### config.mk
export PLATFORM = sky130hd
export DESIGN_NAME = cp0_regfile
export DESIGN_NICKNAME = d
export VERILOG_FILES = /design/src/rtl/cp0_pkg.sv /design/src/rtl/cp0_reg_decode.sv /design/src/rtl/cp0_regfile.sv
export SDC_FILE = /design/constraint.sdc
export NUM_CORES = 1
export LEC_CHECK = 0
export CORE_ASPECT_RATIO = 2
export CORE_UTILIZATION = 50
export DETAILED_ROUTE_END_ITERATION = 6
export HOLD_SLACK_MARGIN = 0.02
export PLACE_DENSITY = 0.83
export SLEW_MARGIN = 0
export SYNTH_ARGS = -nofsm -noshare
export SYNTH_HDL_FRONTEND = slang
export SYNTH_SLANG_ARGS = --single-unit
export TNS_END_PERCENT = 50
### constraint.sdc
create_clock -name clk -period 5.1 [get_ports clk]
set_clock_uncertainty 0.15 [all_clocks]
set_input_delay 1.02 -clock clk [delete_from_list [all_inputs] [get_ports clk]]
set_output_delay 1.02 -clock clk [all_outputs]
set_load 0.02 [all_outputs]
### src/rtl/cp0_pkg.sv
// cp0_pkg: shared definitions for the CP0 register file.
//   - cp0_idx_e   : internal register index produced by cp0_reg_decode
//   - EXC_*       : ExcCode values written into Cause[6:2]
//   - ST_*/CA_*   : Status / Cause bit positions
//   - *_WMASK     : bits that MTC0 is allowed to modify
//   - STATUS_RST  : Status value after reset (BEV=1)
package cp0_pkg;

  typedef enum logic [3:0] {
    CP0_RANDOM,
    CP0_BADVADDR,
    CP0_COUNT,
    CP0_COMPARE,
    CP0_STATUS,
    CP0_CAUSE,
    CP0_EPC,
    CP0_PRID,
    CP0_CONFIG,
    CP0_NONE
  } cp0_idx_e;

  localparam logic [4:0] EXC_INT  = 5'd0;
  localparam logic [4:0] EXC_ADEL = 5'd4;
  localparam logic [4:0] EXC_ADES = 5'd5;
  localparam logic [4:0] EXC_SYS  = 5'd8;
  localparam logic [4:0] EXC_BP   = 5'd9;
  localparam logic [4:0] EXC_RI   = 5'd10;
  localparam logic [4:0] EXC_OV   = 5'd12;

  localparam int ST_IE     = 0;
  localparam int ST_EXL    = 1;
  localparam int ST_IM_LO  = 8;
  localparam int ST_BEV    = 22;

  localparam int CA_BD     = 31;
  localparam int CA_TI     = 30;
  localparam int CA_IP_LO  = 8;
  localparam int CA_EXC_LO = 2;

  localparam logic [31:0] STATUS_WMASK = 32'h0000_FF03;
  localparam logic [31:0] CAUSE_WMASK  = 32'h0000_0300;
  localparam logic [31:0] STATUS_RST   = 32'h0040_0000;

endpackage

### src/rtl/cp0_reg_decode.sv
// cp0_reg_decode: combinational (rd, sel) -> internal register index.
// This is the only place CP0 encodings are decoded; the hazard unit
// instantiates it as well so both agree on what is mapped.
//   rd    : CP0 register number
//   sel   : CP0 select field
//   idx   : decoded index (CP0_NONE when unmapped)
//   valid : 1 when (rd, sel) names an implemented register
// Optional: CP0_RANDOM_EN maps Random at (1,0).
module cp0_reg_decode
  import cp0_pkg::*;
(
  input  logic [4:0] rd,
  input  logic [2:0] sel,
  output cp0_idx_e   idx,
  output logic       valid
);

  always_comb begin
    idx = CP0_NONE;
    if (sel == 3'd0) begin
      case (rd)
`ifdef CP0_RANDOM_EN
        5'd1:    idx = CP0_RANDOM;
`endif
        5'd8:    idx = CP0_BADVADDR;
        5'd9:    idx = CP0_COUNT;
        5'd11:   idx = CP0_COMPARE;
        5'd12:   idx = CP0_STATUS;
        5'd13:   idx = CP0_CAUSE;
        5'd14:   idx = CP0_EPC;
        5'd15:   idx = CP0_PRID;
        5'd16:   idx = CP0_CONFIG;
        default: idx = CP0_NONE;
      endcase
    end
    valid = (idx != CP0_NONE);
  end

endmodule

### src/rtl/cp0_regfile.sv
// cp0_regfile: MIPS32 CP0 register file for the MEM stage.
// Ports:
//   clk, rst_n                : clock, asynchronous active-low reset
//   rd, sel, rd_en            : MFC0 request; rd_data/rd_valid/rd_err one cycle later
//   wr_en, wr_data            : MTC0 request (uses rd/sel), masked per register
//   exc_req, exc_code, exc_pc,
//   exc_bd, exc_badv_vld,
//   exc_badvaddr              : exception commit
//   eret                      : ERET commit
//   irq_hw                    : level hardware interrupts, sampled into Cause.IP[15:10]
//   epc_out, status_out,
//   cause_out, int_pending    : state to the exception unit
// Optional: CP0_RANDOM_EN enables the Random register at (1,0).
module cp0_regfile
  import cp0_pkg::*;
#(
  parameter int          COUNT_DIV  = 2,
  parameter int          NUM_TLB    = 16,
  parameter logic [31:0] PRID_VAL   = 32'h0001_8000,
  parameter logic [31:0] CONFIG_VAL = 32'h8000_0000,
  parameter int          HW_IRQ     = 6
) (
  input  logic              clk,
  input  logic              rst_n,
  input  logic [4:0]        rd,
  input  logic [2:0]        sel,
  input  logic              rd_en,
  output logic [31:0]       rd_data,
  output logic              rd_valid,
  output logic              rd_err,
  input  logic              wr_en,
  input  logic [31:0]       wr_data,
  input  logic              exc_req,
  input  logic [4:0]        exc_code,
  input  logic [31:0]       exc_pc,
  input  logic              exc_bd,
  input  logic              exc_badv_vld,
  input  logic [31:0]       exc_badvaddr,
  input  logic              eret,
  input  logic [HW_IRQ-1:0] irq_hw,
  output logic [31:0]       epc_out,
  output logic [31:0]       status_out,
  output logic [31:0]       cause_out,
  output logic              int_pending
);

  localparam int DIV_W = (COUNT_DIV > 1) ? $clog2(COUNT_DIV) : 1;

  // Elaboration-time parameter guards.
  if (COUNT_DIV < 1) begin : g_bad_div
    $error("cp0_regfile: COUNT_DIV must be >= 1");
  end
  if (HW_IRQ < 1 || HW_IRQ > 6) begin : g_bad_irq
    $error("cp0_regfile: HW_IRQ must be 1..6");
  end
  if (NUM_TLB < 1) begin : g_bad_tlb
    $error("cp0_regfile: NUM_TLB must be >= 1");
  end

  cp0_idx_e idx;
  logic     idx_valid;

  cp0_reg_decode u_decode (
    .rd    (rd),
    .sel   (sel),
    .idx   (idx),
    .valid (idx_valid)
  );

  logic [31:0]      status_q,   status_d;
  logic             bd_q,       bd_d;
  logic             ti_q,       ti_d;
  logic [1:0]       ip_sw_q,    ip_sw_d;
  logic [5:0]       ip_hw_q;
  logic [4:0]       exccode_q,  exccode_d;
  logic [31:0]      epc_q,      epc_d;
  logic [31:0]      badv_q,     badv_d;
  logic [31:0]      count_q,    count_d;
  logic [31:0]      compare_q,  compare_d;
  logic [DIV_W-1:0] div_q,      div_d;
  logic [31:0]      rd_data_q,  rd_data_d;
  logic             rd_valid_q;
  logic             rd_err_q;
  logic [31:0]      random_val;
  logic [31:0]      cause_val;
  logic             div_wrap;
  logic             compare_wr;

  // IP7 is shared between hardware line 5 and the timer.
  always_comb begin
    cause_val                = '0;
    cause_val[CA_BD]         = bd_q;
    cause_val[CA_TI]         = ti_q;
    cause_val[15]            = ip_hw_q[5] | ti_q;
    cause_val[14:10]         = ip_hw_q[4:0];
    cause_val[9:8]           = ip_sw_q;
    cause_val[6:2]           = exccode_q;
  end

`ifdef CP0_RANDOM_EN
  localparam int RND_W = (NUM_TLB > 1) ? $clog2(NUM_TLB) : 1;
  logic [RND_W-1:0] random_q;

  always_ff @(posedge clk or negedge rst_n) begin
    if (!rst_n)                random_q <= RND_W'(NUM_TLB - 1);
    else if (random_q == '0)   random_q <= RND_W'(NUM_TLB - 1);
    else                       random_q <= random_q - 1'b1;
  end

  assign random_val = 32'(random_q);
`else
  assign random_val = '0;
`endif

  always_comb begin
    status_d   = status_q;
    bd_d       = bd_q;
    ip_sw_d    = ip_sw_q;
    exccode_d  = exccode_q;
    epc_d      = epc_q;
    badv_d     = badv_q;
    compare_d  = compare_q;
    compare_wr = 1'b0;

    div_wrap = (div_q == DIV_W'(COUNT_DIV - 1));
    div_d    = div_wrap ? '0 : div_q + 1'b1;
    count_d  = div_wrap ? count_q + 32'd1 : count_q;

    if (exc_req) begin
      status_d[ST_EXL] = 1'b1;
      exccode_d        = exc_code;
      // Nested exceptions keep the original return point.
      if (!status_q[ST_EXL]) begin
        epc_d = exc_bd ? exc_pc - 32'd4 : exc_pc;
        bd_d  = exc_bd;
      end
      if (exc_badv_vld) badv_d = exc_badvaddr;
    end else if (eret) begin
      status_d[ST_EXL] = 1'b0;
    end else if (wr_en) begin
      case (idx)
        CP0_STATUS:  status_d = (status_q & ~STATUS_WMASK) | (wr_data & STATUS_WMASK);
        CP0_CAUSE:   ip_sw_d = wr_data[9:8];
        CP0_EPC:     epc_d = wr_data;
        CP0_COUNT: begin
          count_d = wr_data;
          div_d   = '0;
        end
        CP0_COMPARE: begin
          compare_d  = wr_data;
          compare_wr = 1'b1;
        end
        default: ;
      endcase
    end

    // TI is edge-triggered on Count reaching Compare; a Compare write acks it.
    ti_d = ti_q;
    if (compare_wr)                                     ti_d = 1'b0;
    else if (count_d != count_q && count_d == compare_q) ti_d = 1'b1;

    // Reads use the pre-update state, so same-cycle writes are not visible.
    rd_data_d = rd_data_q;
    if (rd_en) begin
      case (idx)
        CP0_RANDOM:   rd_data_d = random_val;
        CP0_BADVADDR: rd_data_d = badv_q;
        CP0_COUNT:    rd_data_d = count_q;
        CP0_COMPARE:  rd_data_d = compare_q;
        CP0_STATUS:   rd_data_d = status_q;
        CP0_CAUSE:    rd_data_d = cause_val;
        CP0_EPC:      rd_data_d = epc_q;
        CP0_PRID:     rd_data_d = PRID_VAL;
        CP0_CONFIG:   rd_data_d = CONFIG_VAL;
        default:      rd_data_d = '0;
      endcase
    end
  end

  always_ff @(posedge clk or negedge rst_n) begin
    if (!rst_n) begin
      status_q   <= STATUS_RST;
      bd_q       <= 1'b0;
      ti_q       <= 1'b0;
      ip_sw_q    <= '0;
      ip_hw_q    <= '0;
      exccode_q  <= '0;
      epc_q      <= '0;
      badv_q     <= '0;
      count_q    <= '0;
      compare_q  <= '0;
      div_q      <= '0;
      rd_data_q  <= '0;
      rd_valid_q <= 1'b0;
      rd_err_q   <= 1'b0;
    end else begin
      status_q   <= status_d;
      bd_q       <= bd_d;
      ti_q       <= ti_d;
      ip_sw_q    <= ip_sw_d;
      ip_hw_q    <= 6'(irq_hw);
      exccode_q  <= exccode_d;
      epc_q      <= epc_d;
      badv_q     <= badv_d;
      count_q    <= count_d;
      compare_q  <= compare_d;
      div_q      <= div_d;
      rd_data_q  <= rd_data_d;
      rd_valid_q <= rd_en;
      rd_err_q   <= rd_en & ~idx_valid;
    end
  end

  assign rd_data     = rd_data_q;
  assign rd_valid    = rd_valid_q;
  assign rd_err      = rd_err_q;
  assign epc_out     = epc_q;
  assign status_out  = status_q;
  assign cause_out   = cause_val;
  assign int_pending = status_q[ST_IE] & ~status_q[ST_EXL] &
                       (|(cause_val[15:8] & status_q[15:8]));

endmodule

==> results of run 1 <==
[cell type report]
class                           instances  share of cell area, %
Multi-Input combinational cell        841                   41.2
Sequential cell                       188                   34.0
Clock buffer                           17                   3.07
Timing Repair Buffer                  239                   16.9
Tap cell                              273                   2.47
Antenna cell                            1                 0.0181
Inverter                               33                  0.895
Clock inverter                         15                   1.51
[metal layers]
layer  GRT usage [%]  part of all wire (%)  vias to the layer above
met1            39.8                    34                     4871
met2            62.9                    50                      550
met5               0                     0                        -
li1                -                     -                     4399
met3            6.47                   5.8                      202
met4            37.5                    11                        0
[synthesized netlist by cell type, drive strengths merged (10+ instances only)]
master | count | area share (%)
xor2 | 52 | 4.1
nand3 | 27 | 1.3
a21oi | 23 | 1.0
buf | 69 | 4.2
o21ai | 82 | 3.8
a41oi | 10 | 0.80
a31oi | 26 | 1.5
xnor2 | 57 | 4.5
dfrtp | 188 | 43
or3 | 11 | 0.67
nand2 | 133 | 4.6
nor2 | 75 | 2.6
clkbuf | 47 | 1.6
nand4 | 23 | 1.4
a222oi | 33 | 3.0
inv | 33 | 1.1
nor3 | 22 | 1.2
mux2 | 90 | 9.2
nor4 | 19 | 1.6
a22oi | 10 | 0.68
[worst max-delay path: cells and delay by family]
family | cells | cell delay [ns]
simple gates | 4 | 1.27
xor+xnor | 1 | 0.08
compound gates | 4 | 1.09
buf+inv | 2 | 0.92
[layout by cell type (no fill, tap or decap), types with 4 or more instances in the layout]
master,instances
a211oi_1,5
a21o_1,4
a21oi_1,22
a221oi_1,6
a222oi_1,33
a22oi_1,10
a31oi_1,26
a41oi_1,10
and2_1,8
and3_1,5
buf_4,24
bufinv_16,4
clkbuf_16,17
clkdlybuf4s50_1,211
conb_1,39
dfrtp_1,188
inv_1,33
mux2_2,90
mux2i_1,8
nand2_1,132
nand2b_1,6
nand3_1,25
nand4_1,22
nor2_1,74
nor2b_1,5
nor3_1,19
nor4_1,14
o2111ai_1,5
o21ai_0,78
o22ai_1,8
or3_1,10
xnor2_1,57
xor2_1,52
[flip-flops by register name, indices dropped and copies added, names as in the netlist]
register / count
badv_q: 32
bd_q: 1
compare_q: 32
count_q: 32
div_q: 1
epc_out: 32
exccode_q: 5
ip_hw_q: 6
ip_sw_q: 2
rd_data: 32
rd_err: 1
rd_valid: 1
status_out: 10
ti_q: 1
[power breakdown]
part	switching, mW	internal [mW]	leakage, nW
combinational	0.515	0.441	2.95
sequential	0.221	1.65	2.38
clock	0.645	0.829	0.312
total	1.38	2.92	5.64
[metrics by stage]
| step | power, mW | setup slack [ns] | hold slack, ns |
|---|---|---|---|
| after floorplan | 2.36 | 1.65 | 0.329 |
| after global placement | 2.81 | 0.534 | 0.316 |
| after detailed placement | 2.82 | 0.485 | 0.344 |
| after CTS | 4.28 | 0.973 | 0.364 |
| after global routing | 4.44 | 0.744 | 0.370 |
| final | 4.30 | 0.930 | 0.359 |
[path summary, 6_finish.rpt]
path,startpoint,to,slack [ns],cells past startpoint
min in group asynchronous,rst_n,count_q[8],0.49,1
max in group asynchronous,rst_n,rd_data[2],3.34,2
max,rd[1],ti_q,0.93,11
min reg2reg,rd_data[15],rd_data[15],0.36,1
min,rd_data[15],rd_data[15],0.36,1
max reg2reg,count_q[5],ti_q,1.09,9
[logic make-up (layout without fill, tap and decap cells)]
logic type      Yosys count  count (layout)  synth area share, %
simple gates            353             353                 16.2
compound gates          239             239                 15.0
flops                   188             188                 42.8
buf+inv                 149             304                 6.91
xor+xnor                110             110                 8.88
mux                      98              98                 9.94
fa+ha+maj                 2               2                0.227
other cells               2              40               0.0683
==> impl_metrics.py, run 1 <==
metrics = {
    "timing": {
        "tns_ns": 0,
        "period_share_pct": 81.8,
        "slew_headroom_pct": 19.4,
        "slew_violations": 0,
        "hold_viol_final": 0,
        "rsz0062_at_grt": "false",
        "min_period_ns": 4.17,
        "fmax_ghz": 0.240,
        "finalSetupViolCount": 0,
        "worst_pin_slew_ns": 1.21,
    },
    "worst_setup_path": {
        "critPathCaptureType": "flip-flop",
        "path_class": "in -> reg",
        "critPathSlowestCell": "clkdlybuf4s50_1",
        "crit_required_ns": 5.33,
        "critical_path.cell_chain": "clkdlybuf4s50_1 > or3b_1 > nor4_4 > buf_12 > nand2_1 > o21ai_2 > xor2_1 > a2111o_1 > nor4_2 > o2111ai_1 > o41ai_2",
        "cp-start-kind": "input pin",
        "crit_arrival_ns": 4.40,
        "critPathMaxFanout": 44,
        "max_stage_delay_ns": 0.65,
    },
    "finish": {
        "nets": 1445,
        "seqCellArea_um2": 4700,
        "layout-drive-gt1-share_pct": 13.3,
        "num-fill-cells": 1742,
        "multi_input_area_um2": 5700,
        "fin_cells": 1607,
        "final_util_pct": 64.1,
        "syn2layout_area_growth_pct": 25.8,
        "final_area_um2": 13800,
    },
    "synth": {
        "yosys_warnings": 0,
        "ys_seq_area_share_pct": 42.8,
        "synth_edf_count": 0,
        "async_reset_ff_share_pct": 100,
        "ys_seq_elements": 188,
        "syn_area_per_cell_um2": 9.64,
        "synth_ff_type": "dfrtp_1",
        "synthCells": 1141,
        "netlist_area_um2": 11000,
        "synth.distinct_cells": 75,
    },
    "detailed_routing": {
        "wl_um": 41800,
        "ant_nets": 0,
        "drtPass1Iterations": 7,
        "drc_errors": 0,
        "vias": 10000,
        "wire_per_inst_um": 26.0,
        "vias_per_cell": 6.24,
        "drt_iter0_drc": 936,
    },
    "floorplanning": {
        "die-height_um": 212,
        "die-area_um2": 22600,
        "coreArea_um2": 21600,
        "pin_count": 254,
        "initial_utilization_pct": 51.0,
        "rows": 76,
        "die_w_um": 107,
    },
    "placement": {
        "post-dp-hpwl_um": 31000,
        "port_buffers": 214,
        "placed_area_um2": 13200,
        "dp_cells": 1574,
        "gp_congestion": 1.01,
    },
    "status": {
        "status": "finished clean",
    },
    "global_route": {
        "grt_pass1_wl_um": 61500,
        "grt_max_degree": 109,
        "grt_use_total_pct": 38.1,
        "antenna_found_initial": 1,
        "grt_overflow": 0,
        "first_global_vias": 9947,
    },
    "pwr": {
        "p_leak_nw": 5.64,
        "ir_drop_uv": 265,
        "p_per_area_nw_per_um2": 311,
    },
    "clock_tree": {
        "cts_resized": 0,
        "worst_skew_pair.late_latency_ns": 0.48,
        "clk_pin_slew_worst_paths_ns": 0.07,
        "cts_sinks": 188,
        "cts_setup_buffers": 0,
        "numCtsBuffers": 17,
        "cts_buffer_depth": 2,
        "htree_num_levels": 4,
        "cts_tree": "done",
        "root_buffer": "clkbuf_16",
        "cts_hold_buf": 0,
    },
    "hold_path": {
        "hold_path.class": "reg -> reg",
    },
    "flow_run": {
        "maxCapViolCount": 0,
    },
}
(Power assumes the default switching activity.)
==> run 2, diff against run 1 <==
- CORE_UTILIZATION: 50 -> 46
- PLACE_DENSITY: 0.83 -> 0.8
- clock period: 5.1 -> 3.5 ns (I/O delays scaled with it)
==> impl_metrics.py, run 2 (synthesis results as in run 1) <==
metrics = {
    "status": {
        "status": "finished, violations left",
        "violations": "design-rule violations",
    },
    "detailed_routing": {
        "wire_per_inst_um": 25.1,
        "wl_um": 43700,
        "drc_errors": 46,
        "vias_per_cell": 6.04,
        "drt_iter0_drc": 836,
        "drtPass1Iterations": 7,
        "ant_nets": 0,
        "vias": 10500,
    },
    "pwr": {
        "p_leak_nw": 6.22,
        "p_sw_mw": 2.01,
        "internal-power_mw": 4.18,
        "pwr-share-comb_pct": 26.1,
        "p_per_area_nw_per_um2": 419,
        "seqPwrFrac_pct": 42.6,
        "ir_drop_uv": 389,
        "power_frac_clock_pct": 31.2,
        "switching_share_pct": 32.5,
    },
    "timing": {
        "hold_ws_ns": 0.0777,
        "finalSetupViolCount": 0,
        "hold_viol_final": 0,
        "slew_violations": 0,
        "period_share_pct": 96.1,
        "rsz0062_at_grt": "false",
        "worst_pin_slew_ns": 0.874,
        "min_period_ns": 3.36,
        "slew_headroom_pct": 41.0,
        "fmax_ghz": 0.297,
    },
    "finish": {
        "syn2layout_area_growth_pct": 34.4,
        "final_cell_mix": "211 x clkdlybuf4s50_1, 188 x dfrtp_1, 142 x buf_4",
        "final_common_cell": "clkdlybuf4s50_1",
        "fin_cells": 1739,
        "diodes": 0,
        "nets": 1568,
        "layout-drive-gt1-share_pct": 20.7,
    },
    "floorplanning": {
        "die_w_um": 111,
        "die-area_um2": 24600,
        "pin_count": 254,
        "coreArea_um2": 23300,
        "rows": 79,
        "die-height_um": 221,
        "initial_utilization_pct": 47.2,
    },
    "global_route": {
        "grt_overflow": 0,
        "grt_use_total_pct": 36.2,
        "antenna_found_initial": 0,
        "first_global_vias": 10600,
        "grt_max_degree": 72,
        "grt_pass1_wl_um": 64500,
    },
    "clock_tree": {
        "cts_sinks": 188,
        "cts_hold_buf": 0,
        "root_buffer": "clkbuf_16",
        "worst_skew_pair.late_latency_ns": 0.46,
        "clk_pin_slew_worst_paths_ns": 0.07,
        "htree_num_levels": 4,
        "numCtsBuffers": 17,
        "cts_tree": "done",
        "cts_buffer_depth": 2,
    },
    "worst_setup_path": {
        "critPathMaxFanout": 15,
        "reg2reg_to": "ti_q",
        "path_class": "in -> reg",
        "critical_path.cell_chain": "clkdlybuf4s50_1 > or3_4 > nor4_4 > buf_12 > nand2_1 > o21ai_2 > xor2_1 > a2111o_1 > nor4_2 > buf_4 > o2111ai_1 > o41ai_2",
        "rrSetupSlack_ns": 0.28,
        "timing.rr.start": "count_q[0]",
        "critPathCaptureType": "flip-flop",
        "cp-start-kind": "input pin",
        "cp_top_family": "simple AND/OR/NAND/NOR gates",
        "crit_required_ns": 3.72,
        "crit_arrival_ns": 3.58,
        "rr_worst_depth": 12,
        "cp_num_buf_inv": 3,
        "critPathSlowestCell": "clkdlybuf4s50_1",
        "max_stage_delay_ns": 0.42,
    },
    "placement": {
        "port_buffers": 214,
        "gp_congestion": 1.03,
        "dp_cells": 1706,
        "post-dp-hpwl_um": 34500,
    },
    "flow_run": {
        "maxCapViolCount": 0,
    },
    "hold_path": {
        "hold_path.class": "in -> async",
    },
}
-- run 2: how the worst max path moves through the flow --
stage | startpoint | to | slack [ns] | depth (start not counted)
2_1_floorplan | eret | ti_q | 0.37 | 10
3_3_place_gp | wr_en | ti_q | -0.36 | 12
3_5_place_dp | wr_en | ti_q | -0.44 | 12
4_1_cts | wr_en | ti_q | 0.05 | 12
5_1_grt | rd[0] | ti_q | 0.002 | 12
6_report | sel[1] | ti_q | 0.14 | 12
-- run 2: layout make-up --
cell class	instances	area (µm²)
clock buffer	21	460
tap	283	354
clock inverter	11	108
timing repair buffer	362	3320
fill	1953	8540
sequential	188	4700
inverter	33	124
multi-input combinational	841	5720
-- run 2: timing repair --
item,CTS,global route
buffers inserted,0,1
endpoints found under the setup margin,0,1
gates resized for setup,0,4
-- run 2: worst reg2reg max path, cell delays in order (launching register included) --
cell and delay [ns]:
dfrtp_1 0.37, ha_1 0.17, nand4_1 0.24, or2_2 0.42, buf_4 0.15, xnor2_1 0.30, o21ai_1 0.15, xnor2_1 0.16
o2111ai_1 0.14, nor4_2 0.27, buf_4 0.16, o2111ai_1 0.12, o41ai_2 0.34
-- run 2: routing by layer --
layer  track usage [%]  routed length [µm]
met1              34.6               13500
met2              63.1               22000
met3              5.81                2840
met4              40.0                5260
met5                 0                   0
-- run 2: through the flow --
stage | area (µm²) | utilization, % | total power, mW | setup slack, ns | TNS, ns
3_3_place_gp | 14200 | 60.9 | 4.25 | -0.357 | -0.687
3_5_place_dp | 14200 | 60.9 | 4.27 | -0.440 | -1.23
5_1_grt | 14800 | 63.4 | 6.42 | 0.00194 | 0
4_1_cts | 14800 | 63.3 | 6.19 | 0.0467 | 0
2_1_floorplan | 11100 | - | 3.44 | 0.370 | 0
6_report | 14800 | 63.4 | 6.20 | 0.137 | 0
-- run 2: power groups by stage --
stage | Clock, mW | Sequential, mW | Combinational, mW
after CTS | 1.95 | 2.64 | 1.60
final | 1.94 | 2.64 | 1.62
after floorplan | 0 | 2.72 | 0.719
after detailed placement | 0 | 2.67 | 1.60
after global routing | 2.03 | 2.67 | 1.72
after global placement | 0 | 2.67 | 1.58
